$ cat src/rtl/muldiv_sequencer.sv
// muldiv_sequencer: valid/ready front-end that launches one multiply/divide at a time on the iterative engine.
//   req_*  : request channel (op 1=mul 0=div, operands, tag); req_ready high only in IDLE
//   core_* : engine control (start pulse, m_d, operands) and status/result (ready, hi, lo)
//   rsp_*  : response channel (hi, lo, tag, divide-by-zero, watchdog error)
module muldiv_sequencer #(
  parameter int WIDTH = 64,
  parameter int TAG_W = 4,
  parameter int WDOG  = 255
) (
  input  logic             clk,
  input  logic             reset,
  input  logic             req_valid,
  output logic             req_ready,
  input  logic             req_op,
  input  logic [WIDTH-1:0] req_a,
  input  logic [WIDTH-1:0] req_b,
  input  logic [TAG_W-1:0] req_tag,
  output logic             core_start,
  output logic             core_m_d,
  output logic [WIDTH-1:0] core_a,
  output logic [WIDTH-1:0] core_b,
  input  logic             core_ready,
  input  logic [WIDTH-1:0] core_hi,
  input  logic [WIDTH-1:0] core_lo,
  output logic             rsp_valid,
  input  logic             rsp_ready,
  output logic [WIDTH-1:0] rsp_hi,
  output logic [WIDTH-1:0] rsp_lo,
  output logic [TAG_W-1:0] rsp_tag,
  output logic             rsp_dz,
  output logic             rsp_err
);
  localparam int WW = $clog2(WDOG + 1);
  // abort on the WDOG-th cycle spent in ACK+BUSY
  localparam logic [WW-1:0] WLIM = WW'(WDOG - 1);
  typedef enum logic [2:0] {IDLE, LAUNCH, ACK, BUSY, RESP} state_t;
  state_t state, state_nxt;
  logic [WW-1:0] wdog;
  logic accept, dz, waiting, abort, done;
  assign accept  = req_valid & req_ready;
  assign dz      = ~req_op & (req_b == '0);
  assign waiting = (state == ACK) | (state == BUSY);
  assign abort   = waiting & (wdog == WLIM);
  assign done    = (state == BUSY) & core_ready;
  always_comb begin
    state_nxt  = state;
    req_ready  = state == IDLE;
    core_start = state == LAUNCH;
    case (state)
      IDLE:    state_nxt = accept ? (dz ? RESP : LAUNCH) : IDLE;
      LAUNCH:  state_nxt = ACK;
      // engine still reports ready in the start cycle, so ACK only looks for the falling edge
      ACK:     state_nxt = abort ? RESP : (core_ready ? ACK : BUSY);
      BUSY:    state_nxt = (abort | core_ready) ? RESP : BUSY;
      RESP:    state_nxt = rsp_ready ? IDLE : RESP;
      default: state_nxt = IDLE;
    endcase
  end
  always_ff @(posedge clk or negedge reset) begin
    if (!reset) begin
      state     <= IDLE;
      wdog      <= '0;
      core_m_d  <= 1'b0;
      core_a    <= '0;
      core_b    <= '0;
      rsp_valid <= 1'b0;
      rsp_hi    <= '0;
      rsp_lo    <= '0;
      rsp_tag   <= '0;
      rsp_dz    <= 1'b0;
      rsp_err   <= 1'b0;
    end else begin
      state     <= state_nxt;
      rsp_valid <= state_nxt == RESP;
      wdog      <= (state == LAUNCH) ? '0 : waiting ? wdog + 1'b1 : wdog;
      if (accept) begin
        core_m_d <= req_op;
        core_a   <= req_a;
        core_b   <= req_b;
        rsp_tag  <= req_tag;
      end
      if (accept & dz) begin
        rsp_hi  <= req_a;
        rsp_lo  <= '1;
        rsp_dz  <= 1'b1;
        rsp_err <= 1'b0;
      end else if (abort) begin
        rsp_hi  <= '0;
        rsp_lo  <= '0;
        rsp_dz  <= 1'b0;
        rsp_err <= 1'b1;
      end else if (done) begin
        rsp_hi  <= core_hi;
        rsp_lo  <= core_lo;
        rsp_dz  <= 1'b0;
        rsp_err <= 1'b0;
      end
    end
  end
endmodule

$ cat config.mk
export PLATFORM = sky130hd
export DESIGN_NAME = muldiv_sequencer
export DESIGN_NICKNAME = d
export VERILOG_FILES = /design/src/rtl/muldiv_sequencer.sv
export SDC_FILE = /design/constraint.sdc
export NUM_CORES = 1
export LEC_CHECK = 0
export ABC_CLOCK_PERIOD_IN_PS = 3100
export BUFFER_PORTS_ARGS = -buffer_cell sky130_fd_sc_hd__buf_2
export CAP_MARGIN = 20
export CORE_AREA = 4 4 202 204
export CTS_CLUSTER_DIAMETER = 30
export DETAILED_ROUTE_END_ITERATION = 10
export DIE_AREA = 0 0 206 208
export PLACE_DENSITY = 0.64
export SYNTH_ARGS = -nofsm -noshare
export SYNTH_HDL_FRONTEND = slang
export SYNTH_SLANG_ARGS = --single-unit
$ cat constraint.sdc
create_clock -name clk -period 3.1 [get_ports clk]
set_input_delay 0.31 -clock clk [delete_from_list [all_inputs] [get_ports clk]]
set_output_delay 0.31 -clock clk [all_outputs]
set_load 0.01 [all_outputs]
; Word level (Yosys, flattened, before mapping)
; Cells that the tools add are included.
[totals]
reg_bits = 275
input_bits = 266
output_inout_bits = 266
elab_cells = 50
[classes]
add_sub_neg = 1
n_eq_ne = 6
mux = 20
bitwise_logic = 8
n_reduce_logical = 4
[ops]
columns = operator, count
row1 = 64-bit 2-to-1 mux, 6
row2 = 64-bit logical NOT, 1
row3 = 8-bit 2-to-1 mux, 2
row4 = 3-bit 2-to-1 mux, 5
row5 = 3-bit one-hot mux with 5 select lines, 1
row6 = 8-bit by 1-bit adder with 8-bit output (second input constant), 1
row7 = 8-bit == test (second input constant), 1
row8 = 3-bit by 2-bit == test with 1-bit output (second input constant), 2
row9 = 3-bit == test (second input constant), 2
row10 = 1-bit 2-to-1 mux, 6
row11 = 1-bit bitwise AND, 5
row12 = 3-bit by 1-bit == test with 1-bit output (second input constant), 1
row13 = 3-bit logical NOT, 1
row14 = 3-bit nonzero test, 1
row15 = 1-bit bitwise OR, 2
row16 = 2-bit nonzero test, 1
row17 = 1-bit inverter, 1

; Depth between registers and ports, before layout
[logic_depth]
depth_word = 7
mapped_depth = 9
ltp_nobuf = 7

; Worst setup path before layout
; OpenSTA, ideal clock, no wires.
[synth_path]
path_kind = flip-flop to flip-flop
start = register state[0]
end = register rsp_hi[10]
setup_ns = 0.130
t_arrival_ns = 2.044
required_ns = 2.970
setup_slack_ns = 0.926
stages_incl_launch_ff = 9
n_path_buf = 3
synth_period_minus_slack_ns = 2.174
path_cell_list = dfrtp_1 -> buf_2 -> nor3_2 -> nand2_1 -> or3_1 -> nor3_4 -> buf_4 -> buf_2 -> o21ai_0
[synth_via]
elab_cells_between_ends = 11
cone_classes = eq/ne: 2 / mux: 2 / bitwise: 5 / reduce/logical: 2
[synth_lines]
columns = element, line
row1 = "start, declared", 37  ; state_t state, state_nxt;
row2 = "start signal, assigned", 73  ; state <= state_nxt;
row3 = 3-bit logical NOT (*), 47  ; req_ready = state == IDLE;
row4 = via req_ready, 13  ; output logic req_ready,
row5 = 1-bit bitwise AND (*), 40  ; assign accept = req_valid & req_ready;
row6 = 1-bit bitwise AND (*), 82  ; if (accept & dz) begin
row7 = 3-bit nonzero test (no line) or 64-bit 2-to-1 mux (tied branches), -
row8 = "end signal, assigned", 83  ; rsp_hi <= req_a;
row9 = "end signal, assigned", 93  ; rsp_hi <= core_hi;
row10 = "end, declared", 27  ; output logic [WIDTH-1:0] rsp_hi,
; Mark *: on every way through the listed nets, which the timed path passes. The rest lies on a longest branch.
; A chain may end at the register's enable or synchronous reset.

; Worst setup path in the final report
[layout_path]
start = input port req_b[1]
end = register rsp_hi[13]
[layout_via]
elab_chain_len = 4
elab_cells_between_ends = 5
cone_classes = mux: 1 / bitwise: 2 / reduce/logical: 2
[layout_lines]
columns = element, line
row1 = "start, declared", 16  ; input logic [WIDTH-1:0] req_b,
row2 = 64-bit logical NOT (*), 41  ; assign dz = ~req_op & (req_b == '0);
row3 = 1-bit bitwise AND (*), 41
row4 = 1-bit bitwise AND (*), 82
row5 = 3-bit nonzero test (no line) or 64-bit 2-to-1 mux (tied branches), -
; Every way passes the cells marked *; elsewhere a longest branch is shown, timed or not.

==> impl_metrics.env <==
export IMPL_status="finished clean"
export IMPL_grt_overflow_total=0
export IMPL_reg2reg_setup_slack_ns=0.61
export IMPL_place_area_um2=14900
export IMPL_antenna_found_initial=5
export IMPL_synth_area_um2=11500
export IMPL_ys_ff_latch=275
export IMPL_start_kind="primary input"
export IMPL_place_hpwl_um=31200
export IMPL_power_density_nw_per_um2=1020
export IMPL_clkTransAtPathRegs_ns=0.05
export IMPL_critical_path_class="primary input to flip-flop"
export IMPL_leakagePower_nw=10.3
export IMPL_final_setup_tns_ns=0
export IMPL_worstPathArrival_ns=3.00
export IMPL_hold_class="primary input to flip-flop"
export IMPL_insertion_delay_ns=0.60
export IMPL_cp_endpoint="rsp_hi[13]$_DFFE_PN0P_"
export IMPL_crit_path_start="req_b[1]"
export IMPL_relSlewSlack_pct=52.4
export IMPL_worstHoldStart="core_lo[11]"
export IMPL_h_tree_depth=2
export IMPL_synth_cell_type_count=36
export IMPL_end_kind="flip-flop"
export IMPL_drv_slew=0
export IMPL_synthArstFlopShare_pct=100
export IMPL_cts_buffers=61
export IMPL_timing_hold_ws_ns=0.0449
export IMPL_critical_path_peak_fanout=64
export IMPL_drcViolationCount=0
export IMPL_max_freq_mhz=397
export IMPL_maxCapViolCount=0
export IMPL_cts_tree="yes"
export IMPL_tightest_slew_ns=0.715
export IMPL_peakVddDrop_mv=0.585
export IMPL_initial_core_util_pct=29.4
export IMPL_clock_skew_ns=0.0248
export IMPL_cts_root_buf="clkbuf_16"
export IMPL_synth_edf_count=0
export IMPL_cts_sink_count=275
export IMPL_avgViaCountPerCell=4.78
export IMPL_avgSynthCellArea_um2=9.66
export IMPL_fp_dieH_um=208
export IMPL_clock_path_buffers=3
export IMPL_vias=12000
export IMPL_grt_usage_pct=21.0
export IMPL_drive_above_1_share_pct=34.5
export IMPL_ant_nets=0
export IMPL_die_w_um=206
export IMPL_period_needed_ns=2.52
export IMPL_period_share_pct=81.2
export IMPL_syn_nets=1462
export IMPL_r2r_end="rsp_hi[13]$_DFFE_PN0P_"
export IMPL_first_pass_iters=5
export IMPL_grt_pass1_vias=12400
export IMPL_fin_nets=2187
export IMPL_fp_row_count=73
export IMPL_critPathRequiredTime_ns=3.58
export IMPL_yosysWarnings=0
export IMPL_ios=532
export IMPL_place_congestion=0.843
export IMPL_rsz0062_at_grt="no"
export IMPL_wl_per_cell_um=18.7
export IMPL_numPortBuffers=531
export IMPL_final_cell_mix="buf_2 (530), nand2_1 (425), dfrtp_1 (275), dlygate4sd3_1 (184), o21ai_0 (84)"
export IMPL_finalHoldViolations=0
export IMPL_grt_pass1_wl_um=71000
export IMPL_core_area_um2=39300
export IMPL_routed_wl_um=46800
export IMPL_cts_repair_resized=0
export IMPL_design_area_um2=19000
export IMPL_syn_inst=1194
export IMPL_cts_setup_buffers=0
export IMPL_seq_area_frac_synth_pct=59.7
export IMPL_rr_startpoint="state[0]$_DFF_PN0_"
export IMPL_num_fill_cells=3536
export IMPL_dieArea_um2=42800
export IMPL_final_common_cell="buf_2"
export IMPL_syn_to_final_growth_pct=64.4
export IMPL_drt_iter0_markers=637
export IMPL_grt_max_degree=135
export IMPL_ys_flop_type="dfrtp_1"
export IMPL_postCtsHoldBufs=184
export IMPL_setup_violations=0
export IMPL_fin_util_pct=48.3
export IMPL_r2r_cells=7
per-stage QoR:
step	setup WS [ns]	total power, mW	std cells
after floorplan	0.926	9.43	1194
after global placement	0.489	12.3	2197
after detailed placement	0.477	12.5	2197
after CTS	0.588	19.5	2497
after global routing	0.467	20.6	2499
final	0.583	19.4	2500
per-layer routing:
metal / GRT usage, % / wire length (um) / vias up
met5: 0 / 26 / -
met2: 36.1 / 23200 / 613
met3: 7.57 / 4690 / 108
met1: 23.6 / 17300 / 5755
li1: - / - / 5479
met4: 8.03 / 1590 / 4
cells by family after synthesis:
family	Yosys count	synth area share (%)
compound gates	158	8.54
xor+xnor	4	0.304
simple gates	588	21.1
buf+inv	85	3.04
flops	275	59.7
fa+ha+maj	2	0.217
mux	82	7.12
cell usage after synthesis, types with 6 or more instances:
library cell  number  area [um2]
a21o_1            31         233
a31oi_1           10        62.6
a32oi_1            6        52.6
and2_1            12        75.1
buf_2             19        95.1
clkbuf_1          58         218
dfrtp_1          275        6880
mux2i_1           82         821
nand2_1          426        1600
nand3_1           13        65.1
nor2_1            39         146
nor3_1            67         335
nor4_1            16         100
o21ai_0           84         420
o221ai_1          13         114
final cells by class:
class	count	area [um2]	area share [%]
Sequential cell	275	6880	36.3
Timing Repair Buffer	745	4880	25.8
Multi-Input combinational cell	834	4340	22.9
Clock buffer	73	1640	8.66
Tap cell	525	657	3.46
Clock inverter	43	542	2.86
Inverter	2	7.51	0.0396
Antenna cell	3	7.51	0.0396
state kept, by name (all words and copies together) (netlist names):
name,cells
rsp_dz,1
state,3
rsp_hi,64
wdog,8
core_m_d,1
core_a,64
rsp_err,1
core_b,64
rsp_valid,1
rsp_lo,64
rsp_tag,4
critical path, stage by stage:
cell and delay, ns:
dlygate4sd3_1 0.57, buf_2 0.15, nor4_1 0.37, nand2_1 0.26, or3_1 0.44, nor3_4 0.30, buf_12 0.28, nor3_1 0.11
a21o_1 0.17
how the worst min path moves through the flow:
stage                        endpoint  slack (ns)  cells after the start
2_1_floorplan   core_a[0]$_DFFE_PN0N_        0.01                      0
3_3_place_gp    rsp_lo[2]$_DFFE_PN0P_        0.34                      1
3_5_place_dp    rsp_lo[2]$_DFFE_PN0P_        0.34                      1
4_1_cts        rsp_lo[11]$_DFFE_PN0P_      0.0006                      3
5_1_grt        rsp_hi[43]$_DFFE_PN0P_        0.02                      3
6_report       rsp_lo[11]$_DFFE_PN0P_        0.04                      3
where the power goes:
| part | internal (mW) | switching (mW) |
|---|---|---|
| registers | 5.29 | 0.960 |
| logic | 2.66 | 3.76 |
| clock network | 4.54 | 2.17 |
No activity file was read; power rests on OpenSTA's default activity.
